**src/rtl/multi_phase_timer.sv**
```systemverilog
// Bank of independent tick-driven countdown timers for the traffic phase sequencer.
// Each channel supports one-shot/auto-reload, pause and abort, with a one-cycle expiry pulse.
module multi_phase_timer #(
    parameter int unsigned NUM_CH = 4,
    parameter int unsigned WIDTH  = 4
) (
    input  logic                      sys_clk,
    input  logic                      reset,
    input  logic                      tick,
    input  logic [NUM_CH-1:0]         start,
    input  logic [NUM_CH-1:0]         abort,
    input  logic [NUM_CH-1:0]         pause,
    input  logic [NUM_CH-1:0]         reload_en,
    input  logic [NUM_CH*WIDTH-1:0]   time_val,
    output logic [NUM_CH*WIDTH-1:0]   count_down,
    output logic [NUM_CH-1:0]         timer_exp,
    output logic [NUM_CH-1:0]         busy,
    output logic                      any_exp
);

    typedef enum logic [1:0] {
        IDLE  = 2'd0,
        RUN   = 2'd1,
        PAUSE = 2'd2
    } state_t;

    logic [NUM_CH-1:0] exp_vec_d;
    logic              any_q;

    for (genvar i = 0; i < NUM_CH; i++) begin : g_ch
        state_t           st_q, st_d;
        logic [WIDTH-1:0] cnt_q, cnt_d;
        logic [WIDTH-1:0] rl_q, rl_d;
        logic [WIDTH-1:0] tv;
        logic             exp_q, exp_d;

        assign tv = time_val[i*WIDTH +: WIDTH];

        always_comb begin
            st_d  = st_q;
            cnt_d = cnt_q;
            rl_d  = rl_q;
            exp_d = 1'b0;
            if (abort[i]) begin
                st_d  = IDLE;
                cnt_d = '0;
            end else if (start[i]) begin
                rl_d = tv;
                if (tv == '0) begin
                    exp_d = 1'b1;
                    cnt_d = '0;
                    st_d  = reload_en[i] ? RUN : IDLE;
                end else begin
                    cnt_d = tv;
                    st_d  = RUN;
                end
            end else begin
                unique case (st_q)
                    IDLE: cnt_d = '0;
                    RUN, PAUSE: begin
                        if (pause[i]) begin
                            st_d = PAUSE;
                        end else begin
                            st_d = RUN;
                            // A zero-length reload period is still RUN at count 0: expire every cycle.
                            if (cnt_q == '0 || (tick && cnt_q == WIDTH'(1))) begin
                                exp_d = 1'b1;
                                if (reload_en[i]) begin
                                    cnt_d = rl_q;
                                end else begin
                                    cnt_d = '0;
                                    st_d  = IDLE;
                                end
                            end else if (tick) begin
                                cnt_d = cnt_q - WIDTH'(1);
                            end
                        end
                    end
                    default: begin
                        st_d  = IDLE;
                        cnt_d = '0;
                    end
                endcase
            end
        end

        always_ff @(posedge sys_clk) begin
            if (reset) begin
                st_q  <= IDLE;
                cnt_q <= '0;
                rl_q  <= '0;
                exp_q <= 1'b0;
            end else begin
                st_q  <= st_d;
                cnt_q <= cnt_d;
                rl_q  <= rl_d;
                exp_q <= exp_d;
            end
        end

        assign count_down[i*WIDTH +: WIDTH] = cnt_q;
        assign timer_exp[i] = exp_q;
        assign busy[i]      = (st_q != IDLE);
        assign exp_vec_d[i] = exp_d;
    end

    always_ff @(posedge sys_clk) begin
        if (reset) any_q <= 1'b0;
        else       any_q <= |exp_vec_d;
    end

    assign any_exp = any_q;

endmodule
```
**config.mk**
```make
export PLATFORM = sky130hd
export DESIGN_NAME = multi_phase_timer
export DESIGN_NICKNAME = d
export VERILOG_FILES = /design/src/rtl/multi_phase_timer.sv
export SDC_FILE = /design/constraint.sdc
export NUM_CORES = 1
export LEC_CHECK = 0
export CAP_MARGIN = 5
export CORE_MARGIN = 4
export CORE_UTILIZATION = 46
export DETAILED_ROUTE_END_ITERATION = 8
export PLACE_DENSITY = 0.77
export REMOVE_ABC_BUFFERS = 1
export SYNTH_ARGS = -nofsm -noshare
export SYNTH_HDL_FRONTEND = slang
export SYNTH_SLANG_ARGS = --single-unit
```
**constraint.sdc**
```tcl
create_clock -name sys_clk -period 1.5 [get_ports sys_clk]
set_clock_uncertainty 0.1 [all_clocks]
set_input_delay 0.3 -clock sys_clk [delete_from_list [all_inputs] [get_ports sys_clk]]
set_output_delay 0.3 -clock sys_clk [all_outputs]
set_load 0.005 [all_outputs]
```
==> flow_summary.toml <==
[clock_tree]
numClockSinks = 45
cts_max_path_buffers = 2
cts.clk_slew.worst_paths_ps = 90
htreeDepth = 2
ctsRootBufferMaster = "clkbuf_8"
cts_hold_buf = 0
clkLatencyLatePin_ps = 310
cts_tree = "yes"
numCtsBuffers = 5

[grt]
gr-total-overflow = 0
grt_pass1_wl_mm = 15.3
antenna_found_initial = 0
grt.total_usage_pct = 25.7
grt_start_max_net_pins = 14
grt_pass1_vias = 3260

[setup_path]
cpPeakStageDelay_ps = 350
required_ps = 1570
path_max_fanout = 5
critical_path_class = "reg -> reg"
crit_family = "compound AO/OA/AOI/OAI gates"
crit_top_cell = "buf_6"
startpoint = "g_ch[3].cnt_q[0]"
cp-start-kind = "flop"
r2r-start = "g_ch[3].cnt_q[0]"
end_kind = "flop"
slowest_stage = "dfxtp_2"
crit_buf_inv = 2
path_cells = "buf_6 -> ha_4 -> a21o_1 -> buf_6 -> and4_4 -> o21ai_1 -> a31oi_1"
cp.arrival_ps = 1860

[drt]
drt_iter0_drc = 246
first_pass_iters = 6
drc = 0
routed_wl_mm = 12.0
ant_nets = 0
wl_per_cell_um = 20.9
num_vias = 3549
via_per_inst = 6.22

[sta]
final_hold_viol_count = 0
rsz0062_at_grt = "true"
period_needed_ps = 1790
finalCritPeriodShare_pct = 119
fmax_mhz = 559
slew_headroom_pct = 66.6
layout_setup_ws_ps = -289
worstMarginPinSlew_ps = 499
finalSetupViolCount = 20
slew_violations = 0

[job]
maxCapViolations = 0

[run_status]
outcome = "complete, but fails checks"
violations = "negative setup slack"

[yosys]
ys_types = 42
syn_area_per_cell_um2 = 7.99
synthCells = 343
ys_seq_area_share_pct = 32.9
syn-cell-area_um2 = 2740
synth_seq_cells = 45
yosys_warnings = 0

[floorplan]
core_area_um2 = 5640
fp.dieW_um = 85.2
io_pins = 60
start_util_pct = 48.5
die_area_um2 = 7250
row_count = 27
die_h_um = 85.2

[cells_and_area]
multi_input_area_um2 = 2180
nets = 549
ff_latch_area_um2 = 948
syn_to_final_growth_pct = 77.6
final_cell_mix = "93 x buf_4, 33 x nor2_1, 31 x clkdlybuf4s50_1, 25 x nand2_1, 23 x o21ai_1"
drive_gt1_share_pct = 49.9
fillers = 289
final_common_cell = "buf_4"
n_antenna_cell = 0

[place]
dp_hpwl_mm = 6.11
place.port_buffers = 59
place_ws_ps = -422
gp_congestion = 0.882

[power]
ir_worst_vdd_uv = 491
power_mw = 3.22
p_leak_nw = 2.11
p_per_area_nw_per_um2 = 662

[worst_hold_path]
min-delay-start = "g_ch[1].rl_q[2]"
hp-class = "reg -> reg"
==> metal layers <==
metal  up-vias  wire length, um  GRT usage, %
li1       1541                -             -
met1      1695             4410          30.4
met2       227             5940          46.2
met3        86              828          4.76
met4         0              787          8.49
met5         -                0             0
==> worst reg2reg max path: stages, from the launching register on <==
cell	delay, ps
dfxtp_2	350
buf_6	120
ha_4	150
a21o_1	220
buf_6	150
and4_4	200
o21ai_1	240
a31oi_1	130
==> logic make-up (layout without fill, tap and decap cells) <==
| group | count (synthesis) | count (layout) | synth area share (%) |
|---|---|---|---|
| AOI/OAI and AO/OA | 103 | 103 | 24.9 |
| xor gates and xnor gates | 5 | 5 | 1.60 |
| adders and majority gates | 16 | 16 | 7.31 |
| buffers and inverters | 45 | 201 | 7.13 |
| DFF | 45 | 45 | 32.9 |
| muxes | 16 | 16 | 5.85 |
| and+or+nand+nor | 113 | 113 | 20.3 |
==> synthesized netlist by cell type <==
library cell | count | share of area [%]
dfxtp_1 | 45 | 33
nor2_1 | 36 | 4.9
a21oi_1 | 26 | 4.8
inv_1 | 25 | 3.4
nand2_1 | 25 | 3.4
o21ai_0 | 21 | 3.8
ha_1 | 16 | 7.3
mux2i_1 | 16 | 5.8
a31oi_1 | 14 | 3.2
nor3_1 | 11 | 2.0
buf_2 | 9 | 1.6
o21ai_1 | 9 | 1.6
nor4_1 | 8 | 1.8
clkbuf_1 | 7 | 0.96
a32oi_1 | 6 | 1.9
a21o_1 | 5 | 1.4
and3_1 | 5 | 1.1
nand3_1 | 5 | 0.91
nor2b_1 | 5 | 1.1
a22oi_1 | 4 | 1.1
buf_4 | 4 | 1.1
nand2b_1 | 4 | 0.91
and2b_1 | 3 | 0.82
and4_1 | 3 | 0.96
o31ai_1 | 3 | 0.82
or2_1 | 3 | 0.69
or4_1 | 3 | 0.82
xnor2_1 | 3 | 0.96
a21boi_1 | 2 | 0.55
a31o_2 | 2 | 0.64
o221ai_4 | 2 | 1.9
o311ai_1 | 2 | 0.64
xor2_1 | 2 | 0.64
a2111oi_0 | 1 | 0.32
a21oi_2 | 1 | 0.32
a41oi_1 | 1 | 0.32
nor4b_1 | 1 | 0.32
o211ai_2 | 1 | 0.46
o21a_1 | 1 | 0.27
o221ai_2 | 1 | 0.55
o41ai_1 | 1 | 0.32
or4b_1 | 1 | 0.37
==> sequential cells by signal (all words and copies together), names as in the netlist <==
register and flops:
g_ch.cnt_q 16, g_ch.rl_q 16, g_ch.st_q 8, g_ch.exp_q 4
any_exp 1
==> worst paths after layout <==
path / cells after the start / end / slack (ps)
worst max-delay path: 7 / g_ch[3].cnt_q[3] / -290
worst min-delay path: 2 / g_ch[1].rl_q[2] / 410
worst max register to register: 7 / g_ch[3].cnt_q[3] / -290
worst min register to register: 2 / g_ch[1].rl_q[2] / 410
==> metrics by stage <==
stage,area [um^2],util [%],hold slack (ps),setup TNS [ps],instances
finish,4860,86.2,406,-2140,571
global route,4860,86.2,444,-2900,571
CTS,4550,80.6,397,-392,564
detailed placement,3960,70.1,377,-11070,539
global placement,3960,70.1,368,-10260,539
floorplan,2640,-,272,-657,323
==> report_power, final <==
| group | internal (mW) | leakage [nW] | switching, mW |
|---|---|---|---|
| clock network | 0.545 | 0.0585 | 0.450 |
| registers | 1.23 | 0.380 | 0.0372 |
| logic | 0.483 | 1.67 | 0.470 |
| total | 2.26 | 2.11 | 0.957 |
==> what timing repair did <==
item,4_1_cts,5_1_grt
gates cloned,1,0
gates resized for setup,155,78
setup endpoints to repair,46,31
pin swaps,43,55
buffers inserted,16,7
==> area by class of cell <==
class | count | share of cell area, %
clock buffer | 7 | 1.77
clock inverter | 1 | 0.617
inverter | 25 | 2.26
multi-input combinational | 253 | 44.9
sequential | 45 | 19.5
timing repair buffer | 168 | 29.1
tap | 72 | 1.85
No activity file was read; power rests on OpenSTA's default activity.
==> RTL change 1, RTL diff (same flow settings) <==
Put one more register stage on the output `count_down`, without a reset. The value now appears one clock later. The other outputs are not delayed to match.
--- a/src/rtl/multi_phase_timer.sv
+++ b/src/rtl/multi_phase_timer.sv
@@ -23,6 +23,8 @@
         RUN   = 2'd1,
         PAUSE = 2'd2
     } state_t;
+
+    logic [NUM_CH*WIDTH-1:0] count_down_d;
 
     logic [NUM_CH-1:0] exp_vec_d;
     logic              any_q;
@@ -98,7 +100,7 @@
             end
         end
 
-        assign count_down[i*WIDTH +: WIDTH] = cnt_q;
+        assign count_down_d[i*WIDTH +: WIDTH] = cnt_q;
         assign timer_exp[i] = exp_q;
         assign busy[i]      = (st_q != IDLE);
         assign exp_vec_d[i] = exp_d;
@@ -111,4 +113,8 @@
 
     assign any_exp = any_q;
 
+    always_ff @(posedge sys_clk) begin
+        count_down <= count_down_d;
+    end
+
 endmodule
Formal check against the unedited RTL: not equivalent (a bounded check fails within 4 cycles, from zero or initial values and one cycle with reset high).
==> RTL change 1 against the original RTL <==
- the flow still finishes with violations (setup timing)
- sequential cell count grew 16
- wire length decreased by 16%
- non-clock buffer count down 15
- power rose by 31%
- cell area grew 0.54%
- synthesized area rose by 11%
- worst setup slack improved by 0.061 ns
- largest power group unchanged
- fmax is 3.5% higher
- clock power rose by 72%
==> RTL change 1: results (changes against the original RTL) <==
stage;metric;value;unit;change
finish;fill_cell_count;427;;was 289
clock_tree;cts_setup_buffers;7;;was 16
drt;wirelength_met1;3960;µm;was 4410 µm
sta;setup-tns-final;-1.60;ns;was -2.14 ns
outcome;status;finished, violations left;;unchanged
critical_path;timing.critical_path.fanout_max;8;;was 5
critical_path;reg2regPathDepth;4;;was 7
yosys;synth.lib_cells_used.distinct;52;;was 42
critical_path;timing.critical_path.slowest_cell_delay;0.58;ns;was 0.35 ns
clock_tree;cts.repair.resized;110;;was 155
sta;timing_worst_slew_pin_value;0.522;ns;was 0.499 ns
global_route;grt_max_degree;18;;was 14
global_route;first_global_vias;3198;;was 3260
power_and_ir_drop;worst_ir_drop_vdd;0.987;mV;was 0.491 mV
sta;timing.final.setup_violations;18;;was 20
drt;route.detailed.vias_per_inst;5.77;;was 6.22
sta;final.setup.worst_slack;-0.228;ns;was -0.289 ns
place;hpwl;6200;µm;was 6110 µm
power_and_ir_drop;power_dissipated_in_the_clock_network;1.71;mW;was 0.994 mW
worst_hold_path;hold-path-endpoint;count_down[14]$_DFF_P_;;was g_ch[1].rl_q[2]$_SDFFE_PP0P_
drt;count_of_vias_placed_by_the_detailed_router;3339;;was 3549
yosys;synth_top_cells_by_area;dfxtp_1 (40%), ha_1 (6.6%), mux2i_1 (5.3%), nor2_1 (4.0%), a31oi_1 (3.5%);;was dfxtp_1 (33%), ha_1 (7.3%), mux2i_1 (5.8%), nor2_1 (4.9%), a21oi_1 (4.8%)
drt;met2_wirelength;5010;µm;was 5940 µm
drt;route.detailed.wl_per_inst;17.3;µm;was 20.9 µm
outcome;violated_checks;setup timing;;unchanged
RTL change 1: cell types whose count changed after synthesis, moves of 3 or more:
cell | before | now
nor2_1 | 36 | 32
buf_2 | 9 | 5
a21oi_1 | 26 | 21
o21ai_1 | 9 | 13
o21ai_0 | 21 | 16
dfxtp_1 | 45 | 61
a31oi_1 | 14 | 17
RTL change 1: cells by family after synthesis:
logic type | count (synthesis) | share of synthesized area [%]
AO/OA/AOI/OAI | 99 | 21.8
XOR/XNOR | 5 | 1.45
adder cells (fa/ha/maj) | 16 | 6.61
buffers and inverters | 42 | 5.91
flip-flops | 61 | 40.3
multiplexers | 16 | 5.29
AND/OR/NAND/NOR | 111 | 18.6
RTL change 1: cell type report:
type | instances | share of cell area, %
clock buffer | 12 | 3.17
clock inverter | 4 | 1.43
inverter | 25 | 2.23
multi-input combinational | 247 | 39.4
sequential | 61 | 25.5
tap | 77 | 1.97
timing repair buffer | 153 | 26.3
==> RTL change 2, RTL diff (same settings) <==
Without the edit above. Change the parameter `NUM_CH` from 4 to 6.
--- a/src/rtl/multi_phase_timer.sv
+++ b/src/rtl/multi_phase_timer.sv
@@ -1,7 +1,7 @@
 // Bank of independent tick-driven countdown timers for the traffic phase sequencer.
 // Each channel supports one-shot/auto-reload, pause and abort, with a one-cycle expiry pulse.
 module multi_phase_timer #(
-    parameter int unsigned NUM_CH = 4,
+    parameter int unsigned NUM_CH = 6,
     parameter int unsigned WIDTH  = 4
 ) (
     input  logic                      sys_clk,
Ports: changed (8 resized); port bits go from 60 to 88. No check against the original RTL was run, so the function may have changed too.
==> RTL change 2 against the original RTL <==
- the run still ends with setup timing left
- largest power group unchanged
- wire length rose by 4.7%
- highest routed layer unchanged
- worst setup slack better by 0.12 ns
- critical path depth unchanged
- cell area is 34% higher
- sequential cell count grew 22
- synthesized area rose by 41%
- combinational power rose by 24%
- power rose by 34%
==> RTL change 2: results (changes against the original RTL) <==
stage;metric;value;unit;change
finish;layout-drive-gt1-share;43.1;%;was 49.9%
global_route;grt_first_pass_wirelength;19600;µm;was 15300 µm
yosys;ys_top_cells_by_count;nor2_1 (90), dfxtp_1 (67), inv_1 (38);;was dfxtp_1 (45), nor2_1 (36), a21oi_1 (26)
sta;final.setup.worst_slack;-0.164;ns;was -0.289 ns
outcome;violated_checks;setup timing;;unchanged
outcome;status;finished, violations left;;unchanged
place;dp.cells;756;;was 539
critical_path;crit_start;g_ch[1].cnt_q[1]$_SDFFE_PP0P_;;was g_ch[3].cnt_q[0]$_SDFFE_PP0P_
worst_hold_path;min_delay_path_depth;3;;was 2
drt;initialDrtViolationCount;186;;was 246
place;gpl.final_weighted_congestion;0.868;;was 0.882
global_route;first_global_vias;4388;;was 3260
sta;timing_worst_slew_pin_value;0.354;ns;was 0.499 ns
drt;drt_pre_antenna_iters;5;;was 6
critical_path;worst_ep_arrival_time;1.79;ns;was 1.86 ns
finish;syn_to_final_growth;68.9;%;was 77.6%
worst_hold_path;hold-path-endpoint;g_ch[0].cnt_q[3]$_SDFFE_PP0P_;;was g_ch[1].rl_q[2]$_SDFFE_PP0P_
worst_hold_path;timing.hold.worst.start;start[0];;was g_ch[1].rl_q[2]$_SDFFE_PP0P_
power_and_ir_drop;worst_ir_drop_vdd;0.540;mV;was 0.491 mV
critical_path;timing.critical_path.fanout_max;6;;was 5
worst_hold_path;hp-class;primary input to flip-flop;;was flip-flop to flip-flop
finish;fill_cell_count;508;;was 289
drt;route.detailed.wl_per_inst;15.7;µm;was 20.9 µm
yosys;synth_top_cells_by_area;dfxtp_1 (35%), nor2_1 (8.8%), mux2i_1 (6.2%), ha_1 (5.8%), a311oi_1 (5.5%);;was dfxtp_1 (33%), ha_1 (7.3%), mux2i_1 (5.8%), nor2_1 (4.9%), a21oi_1 (4.8%)
clock_tree;h-tree-depth;3;;was 2
place;hpwl;8300;µm;was 6110 µm
place;io_buffers;87;;was 59
sta;timing.final.setup_violations;30;;was 20
critical_path;worst_r2r_endpoint;g_ch[1].cnt_q[1]$_SDFFE_PP0P_;;was g_ch[3].cnt_q[3]$_SDFFE_PP0P_
==> RTL change 2: cell types whose count changed after synthesis, sizes merged, moves of 8 or more <==
cell    change
a31oi       -9
nor2       +54
inv        +13
xnor2       +9
and3       +25
dfxtp      +22
mux2i       +8
nor3       +11
a311oi     +24
clkbuf      +9
==> RTL change 2: logic make-up (layout without fill, tap and decap cells) <==
group | Yosys count | count (layout) | share of synthesized area [%]
compound gates | 99 | 99 | 16.8
xor+xnor | 12 | 12 | 2.73
flops | 67 | 67 | 34.8
mux | 24 | 24 | 6.23
fa+ha+maj | 18 | 18 | 5.84
buf+inv | 66 | 273 | 7.33
simple gates | 201 | 201 | 26.2
==> RTL change 2: metal layers <==
| layer | vias to the layer above | track usage (%) | part of all wire, % |
|---|---|---|---|
| met3 | 40 | 4.14 | 5.8 |
| met5 | - | 0 | 0 |
| met1 | 2051 | 26.6 | 39 |
| met4 | 0 | 11.3 | 3.1 |
| met2 | 180 | 44.9 | 52 |
| li1 | 2101 | - | - |
==> RTL change 2: worst max path at each step <==
stage / slack (ns) / endpoint / depth (start not counted)
2_1_floorplan: -0.15 / g_ch[2].st_q[0]$_SDFFE_PP0P_ / 7
3_3_place_gp: -0.57 / any_exp$_SDFF_PP0_ / 7
3_5_place_dp: -0.63 / g_ch[5].cnt_q[3]$_SDFFE_PP0P_ / 9
4_1_cts: -0.13 / g_ch[5].cnt_q[1]$_SDFFE_PP0P_ / 7
5_1_grt: -0.28 / g_ch[1].cnt_q[1]$_SDFFE_PP0P_ / 7
6_report: -0.16 / g_ch[1].cnt_q[1]$_SDFFE_PP0P_ / 7
==> RTL change 2: layout make-up <==
| class | count | area share [%] |
|---|---|---|
| clock buffers | 12 | 2.23 |
| clock inverters | 3 | 0.230 |
| inverters | 38 | 2.38 |
| multi-input cells | 354 | 42.4 |
| flip-flops and latches | 67 | 21.9 |
| well taps | 105 | 2.02 |
| repair buffers | 220 | 28.9 |
==> RTL change 2: report_power, final <==
part           internal [mW]  switching [mW]
Sequential              1.83          0.0413
Clock                  0.628           0.642
Combinational          0.628           0.554
Total                   3.08            1.24
==> RTL change 2: repair_timing <==
| action | in CTS | in global routing |
|---|---|---|
| hold endpoints to repair | 0 | 0 |
| gates cloned | 0 | 0 |
| setup endpoints to repair | 68 | 53 |
| pin swaps | 73 | 34 |
| resized for setup | 204 | 63 |
| setup buffers | 23 | 5 |
==> RTL change 2: stage by stage <==
| stage | area [µm²] | hold slack [ns] | setup TNS, ns |
|---|---|---|---|
| 6_report | 6520 | 0.284 | -2.21 |
| 4_1_cts | 6250 | 0.392 | -2.33 |
| 2_1_floorplan | 3720 | 0.269 | -2.22 |
| 3_3_place_gp | 5530 | 0.365 | -20.92 |
| 5_1_grt | 6520 | 0.281 | -4.94 |
| 3_5_place_dp | 5530 | 0.373 | -23.27 |
